===== src/rtl/mbist_cmp_pkg.sv =====
// Shared types for the multi-channel MBIST comparator.
// State encoding and fail-log entry sizing.
package mbist_cmp_pkg;

    typedef enum logic [1:0] {
        IDLE = 2'd0,
        RUN  = 2'd1,
        HALT = 2'd2,
        DONE = 2'd3
    } state_e;

    // A log entry is {address, failing-channel bitmap}.
    function automatic int log_w(input int aw, input int nch);
        return aw + nch;
    endfunction

endpackage


===== src/rtl/mbist_fail_log.sv =====
// Fail-address log: synchronous FIFO with sticky overflow.
// Head entry is presented combinationally.
module mbist_fail_log #(
    parameter int W     = 8,
    parameter int DEPTH = 4
) (
    input  logic         clk,
    input  logic         rst,
    input  logic         clr,
    input  logic         push,
    input  logic         pop,
    input  logic [W-1:0] din,
    output logic [W-1:0] dout,
    output logic         full,
    output logic         empty,
    output logic         overflow
);

    localparam int PW = $clog2(DEPTH);
    localparam logic [PW:0] FULL_CNT = (PW+1)'(DEPTH);

    logic [W-1:0]  mem_q [DEPTH];
    logic [PW-1:0] wr_q;
    logic [PW-1:0] rd_q;
    logic [PW:0]   cnt_q;
    logic          ovf_q;
    logic          do_pop;
    logic          do_push;

    assign empty    = (cnt_q == '0);
    assign full     = (cnt_q == FULL_CNT);
    assign overflow = ovf_q;
    assign dout     = mem_q[rd_q];

    // A pop frees a slot in the same cycle, so push+pop when full is legal.
    assign do_pop  = pop && !empty;
    assign do_push = push && (!full || do_pop);

    always_ff @(posedge clk or posedge rst) begin
        if (rst) begin
            wr_q  <= '0;
            rd_q  <= '0;
            cnt_q <= '0;
            ovf_q <= 1'b0;
        end else if (clr) begin
            wr_q  <= '0;
            rd_q  <= '0;
            cnt_q <= '0;
            ovf_q <= 1'b0;
        end else begin
            if (do_push) begin
                wr_q <= wr_q + 1'b1;
            end
            if (do_pop) begin
                rd_q <= rd_q + 1'b1;
            end
            if (do_push && !do_pop) begin
                cnt_q <= cnt_q + 1'b1;
            end else if (!do_push && do_pop) begin
                cnt_q <= cnt_q - 1'b1;
            end
            if (push && !do_push) begin
                ovf_q <= 1'b1;
            end
        end
    end

    always_ff @(posedge clk) begin
        if (do_push) begin
            mem_q[wr_q] <= din;
        end
    end

endmodule


===== src/rtl/mbist_comparator_diag.sv =====
// Multi-channel MBIST comparator with sticky per-channel fail,
// saturating fail count, fail-address log and halt-on-fail.
module mbist_comparator_diag
    import mbist_cmp_pkg::*;
#(
    parameter int DW        = 8,
    parameter int AW        = 10,
    parameter int NCH       = 2,
    parameter int LOG_DEPTH = 4,
    parameter int CNT_W     = 16
) (
    input  logic              comp_clk,
    input  logic              reset,
    input  logic              comp_en,
    input  logic              clear,
    input  logic              capture,
    input  logic              check,
    input  logic              comp_alg_end,
    input  logic              stop_on_fail,
    input  logic              resume,
    input  logic [AW-1:0]     addr_in,
    input  logic [NCH*DW-1:0] data_in,
    input  logic [NCH*DW-1:0] data_out,
    input  logic [DW-1:0]     cmp_mask,
    input  logic              log_rd,
    output logic [AW-1:0]     log_addr,
    output logic [NCH-1:0]    log_map,
    output logic              log_valid,
    output logic              log_overflow,
    output logic [NCH-1:0]    fail,
    output logic              fail_any,
    output logic [CNT_W-1:0]  fail_cnt,
    output logic              halt,
    output logic              done
);

    localparam int LW = log_w(AW, NCH);

    state_e              state_q;
    logic [NCH*DW-1:0]   exp_q;
    logic [AW-1:0]       exp_addr_q;
    logic                s1_v_q;
    logic [NCH-1:0]      s1_map_q;
    logic [AW-1:0]       s1_addr_q;
    logic                alg1_q;
    logic                alg2_q;
    logic [NCH-1:0]      fail_q;
    logic [CNT_W-1:0]    cnt_q;
    logic                done_q;
    logic [NCH-1:0]      mis_d;
    logic                active;
    logic                commit_fail;
    logic [LW-1:0]       log_head;
    logic                log_empty;
    logic                log_full_unused;

    assign active      = comp_en && (state_q == RUN);
    assign commit_fail = s1_v_q && (|s1_map_q);

    always_comb begin
        mis_d = '0;
        for (int k = 0; k < NCH; k++) begin
            mis_d[k] = |((exp_q[k*DW +: DW] ^ data_out[k*DW +: DW]) & cmp_mask);
        end
    end

    always_ff @(posedge comp_clk or posedge reset) begin
        if (reset) begin
            state_q    <= IDLE;
            exp_q      <= '0;
            exp_addr_q <= '0;
            s1_v_q     <= 1'b0;
            s1_map_q   <= '0;
            s1_addr_q  <= '0;
            alg1_q     <= 1'b0;
            alg2_q     <= 1'b0;
            fail_q     <= '0;
            cnt_q      <= '0;
            done_q     <= 1'b0;
        end else if (clear) begin
            state_q    <= IDLE;
            exp_q      <= '0;
            exp_addr_q <= '0;
            s1_v_q     <= 1'b0;
            s1_map_q   <= '0;
            s1_addr_q  <= '0;
            alg1_q     <= 1'b0;
            alg2_q     <= 1'b0;
            fail_q     <= '0;
            cnt_q      <= '0;
            done_q     <= 1'b0;
        end else begin
            // Stage 1 samples the old expected value before any capture.
            s1_v_q    <= active && check;
            s1_map_q  <= mis_d;
            s1_addr_q <= exp_addr_q;
            if (active && capture) begin
                exp_q      <= data_in;
                exp_addr_q <= addr_in;
            end
            alg1_q <= comp_alg_end && comp_en
                      && (state_q == RUN || state_q == HALT);
            alg2_q <= alg1_q;
            if (commit_fail) begin
                fail_q <= fail_q | s1_map_q;
                if (~&cnt_q) begin
                    cnt_q <= cnt_q + 1'b1;
                end
            end
            unique case (state_q)
                IDLE: begin
                    if (comp_en) state_q <= RUN;
                end
                RUN: begin
                    if (!comp_en) begin
                        state_q <= IDLE;
                    end else if (alg2_q) begin
                        state_q <= DONE;
                        done_q  <= 1'b1;
                    end else if (commit_fail && stop_on_fail) begin
                        state_q <= HALT;
                    end
                end
                HALT: begin
                    if (!comp_en) begin
                        state_q <= IDLE;
                    end else if (alg2_q) begin
                        state_q <= DONE;
                        done_q  <= 1'b1;
                    end else if (resume) begin
                        state_q <= RUN;
                    end
                end
                DONE: begin
                    state_q <= DONE;
                end
            endcase
        end
    end

    mbist_fail_log #(
        .W     (LW),
        .DEPTH (LOG_DEPTH)
    ) u_log (
        .clk      (comp_clk),
        .rst      (reset),
        .clr      (clear),
        .push     (commit_fail),
        .pop      (log_rd),
        .din      ({s1_addr_q, s1_map_q}),
        .dout     (log_head),
        .full     (log_full_unused),
        .empty    (log_empty),
        .overflow (log_overflow)
    );

    assign log_addr  = log_head[LW-1:NCH];
    assign log_map   = log_head[NCH-1:0];
    assign log_valid = !log_empty;
    assign fail      = fail_q;
    assign fail_any  = |fail_q;
    assign fail_cnt  = cnt_q;
    assign halt      = (state_q == HALT);
    assign done      = done_q;

endmodule


===== config.mk =====
export PLATFORM = sky130hd
export DESIGN_NAME = mbist_comparator_diag
export DESIGN_NICKNAME = d
export VERILOG_FILES = /design/src/rtl/mbist_cmp_pkg.sv /design/src/rtl/mbist_fail_log.sv /design/src/rtl/mbist_comparator_diag.sv
export SDC_FILE = /design/constraint.sdc
export NUM_CORES = 1
export LEC_CHECK = 0
export ABC_AREA = 1
export BUFFER_PORTS_ARGS = -buffer_cell sky130_fd_sc_hd__buf_2
export CORE_MARGIN = 4
export CORE_UTILIZATION = 45
export DETAILED_ROUTE_END_ITERATION = 12
export PLACE_DENSITY = 0.69
export SLEW_MARGIN = 20
export SYNTH_ARGS = -nofsm -noshare
export SYNTH_HDL_FRONTEND = slang
export SYNTH_SLANG_ARGS = --single-unit

===== constraint.sdc =====
create_clock -name comp_clk -period 2.06 [get_ports comp_clk]
set_input_delay 0.309 -clock comp_clk [delete_from_list [all_inputs] [get_ports comp_clk]]
set_output_delay 0.309 -clock comp_clk [all_outputs]
set_load 0.005 [all_outputs]

==> summary.md <==
| Metric | Value |
|---|---|
| Status | complete, no violations |
| Number of global-route vias before repair | 4402 |
| I/O pin count | 95 |
| Clk_skew | 0.00791 ns |
| Cell Rows | 39 |
| Mux contribution to synthesized area | 0 |
| Main combinational cell family by area after synthesis | simple AND/OR/NAND/NOR gates |
| Syn_area_per_cell | 9.38 µm² |
| Post-Syn Instances | 580 |
| Initial antenna violation count | 0 |
| P per Cell Area | 983 nW/µm² |
| CTS buffer count | 17 |
| Register bit total from synthesis | 118 |
| Clk buf depth | 2 |
| Final WS setup | 0.143 ns |
| Clock latency on the worst-skew pair | 0.41 ns |
| Slew HR | 0.592 |
| GRT Overall Usage | 0.191 |
| 1st-iter DRT viols | 280 |
| Die area | 13900 µm² |
| Share of cells above drive strength 1 | 0.225 |
| Placer congestion estimate | 0.879 |
| Area occupied by multi-input gates | 1940 µm² |
| Most frequent cells in the layout | nand2_1, buf_2, nand3_1 |
| Main flop type after synthesis | dfrtp_1 |
| Area fraction in compound gates after synthesis | 0.0962 |
| CP max FO | 25 |
| Seq/Total Area, Yosys | 0.587 |
| Final setup violation count | 0 |
| Post-synth EDFFs | 48 |
| Part of the cycle the worst path needs | 0.930 |
| Peak VDD IR | 395 µV |
| DR pass1 iterations | 4 |
| Final instance area | 6740 µm² |
| Port bufs | 94 |
| Fin. max-slew vios | 0 |
| Largest net degree at the start of global routing | 46 |
| HPWL Detailed | 8560 µm |
| Drt drc | 0 |
| Worst-margin pin slew | 0.610 ns |
| FMAX | 522 MHz |
| Commonest non-fill, non-tap cell in the layout | nand2_1 |
| Synth Area in Adders | 0.0267 |
| Wire length per cell | 15.0 µm |
| Initial Util | 0.468 |
| Synth Area in XOR/XNOR | 0.0113 |
| ANT cells | 0 |
| DIE WIDTH | 118 µm |
| RSZ-0062 raised after global routing | no |
| TritonCTS Sinks | 118 |
| Vias | 4413 |
| H-tree lvl count | 4 |
| Fin cells | 844 |
| Area Growth Syn to Fin | 24.0% |
| Crit start category | flip-flop |
| Core Region | 11600 µm² |
| Grt ovf | 0 |
| Setup slack at placement | 0.312 ns |
| Fin util | 0.581 |
| Simple-Gate Fraction of Synth Area | 0.223 |
| Register area | 3190 µm² |
| Critical path arrival | 1.61 ns |
| Die Span Y | 118 µm |
| Area of the mapped netlist | 5440 µm² |
| Hold/Removal Path Class | in -> reg |
| Root Driver | clkbuf_16 |
| Max cap viols | 0 |
| Cell Area, Placed | 6110 µm² |
| CP Class | reg -> out |
| Clock slew at reported path FFs | 0.06 ns |
| First-pass GRT wire length | 21500 µm |
| Leak | 3.12 nW |
| Antenna Nets Post-Route | 0 |
| DR vias/cell | 5.23 |
| Placed cells | 808 |
| YS warnings | 0 |
| CTS tree | built |
| Synth area leader | dfrtp_1 |
| Fillers | 1002 |
| Routed WL | 12700 µm |
| Worst Path Required | 1.75 ns |
| Setup tns final | 0 ns |
| Netlist cell types | 31 |
| Syn Nets | 651 |
| Synth top area share | 0.322 |
| Top post-synthesis cells by area | dfrtp_1, edfxtp_1, nand2_1 |
| Nets | 759 |
| Async SR Flop Fraction | 0.593 |
| Hold Fails Final Rpt | 0 |
| Final Critical Period | 1.92 ns |
| Critical path capture point type | output port |
## final cells by class
| class | count | area share |
|---|---|---|
| flip-flops and latches | 118 | 0.474 |
| multi-input cells | 388 | 0.288 |
| repair buffers | 112 | 0.0939 |
| clock buffers | 23 | 0.0694 |
| inverters | 51 | 0.0301 |
| well taps | 143 | 0.0265 |
| clock inverters | 9 | 0.0187 |
## report_power, final
part / total [mW] / switching [mW] / internal, mW
registers: 2.68 / 0.0950 / 2.59
clock network: 2.96 / 0.999 / 1.96
logic: 0.989 / 0.605 / 0.384
## per-layer routing
layer / wire, µm / vias up / part of all wire / GRT usage
li1: - / 2173 / - / -
met1: 5510 / 2083 / 0.43 / 0.250
met2: 6210 / 133 / 0.49 / 0.303
met3: 696 / 24 / 0.055 / 0.0519
met4: 249 / 0 / 0.020 / 0.0740
met5: 0 / - / 0 / 0
## cell usage after synthesis, types with 7 or more instances
library cell and instances:
nand3_1 72, o22ai_1 13, ha_1 10, o21ai_0 55, nand2_1 103, dfrtp_1 70
a21oi_1 19, clkbuf_1 11, xor2_1 7, nor2_1 71, nand4_1 10, inv_1 50
edfxtp_1 48, buf_2 7
## state kept, by name (all words and copies together) (netlist names)
register	count
u_log.mem_q	48
u_log.wr_q	2
fail_cnt	16
done	1
u_log.overflow	1
s1_map_q	2
s1_v_q	1
alg2_q	1
u_log.rd_q	2
exp_q	16
s1_addr_q	10
state_q	2
fail	2
u_log.cnt_q	3
alg1_q	1
exp_addr_q	10
## worst paths after layout
check	depth (start not counted)	startpoint	slack (ns)	to
setup / recovery	4	u_log.rd_q[0]	0.14	log_addr[3]
hold / removal	3	data_in[8]	0.13	exp_q[8]
setup reg to reg	9	u_log.cnt_q[1]	0.25	u_log.cnt_q[2]
hold reg to reg	2	exp_addr_q[7]	0.47	s1_addr_q[7]
max in group asynchronous	4	reset	0.91	fail_cnt[12]
min in group asynchronous	3	reset	0.53	exp_q[14]
## worst max-delay path, cell delays in order, from the launching register on
cell and delay (ns):
dfrtp_1 0.38, buf_4 0.28, o21ai_0 0.14, o22ai_1 0.24, buf_2 0.17
## what timing repair did
action,CTS,global route
gates resized for setup,0,2
hold endpoints to repair,25,0
hold buffers,1,0
buffers inserted,0,3
endpoints found under the setup margin,0,9
## per-stage QoR
step / power, mW / hold WS [ns]
6_report: 6.63 / 0.128
5_1_grt: 6.94 / 0.120
4_1_cts: 6.65 / 0.114
3_5_place_dp: 3.68 / 0.415
3_3_place_gp: 3.64 / 0.401
2_1_floorplan: 3.30 / 0.429
## kinds of logic (layout without fill, tap and decap cells)
kind of cell	after synthesis	count (layout)
AO/OA/AOI/OAI	96	96
adder cells (fa/ha/maj)	11	11
XOR/XNOR	7	7
AND/OR/NAND/NOR	274	274
flip-flops	118	118
buffers and inverters	74	195
Note: power is estimated with default switching activity, not from simulation.
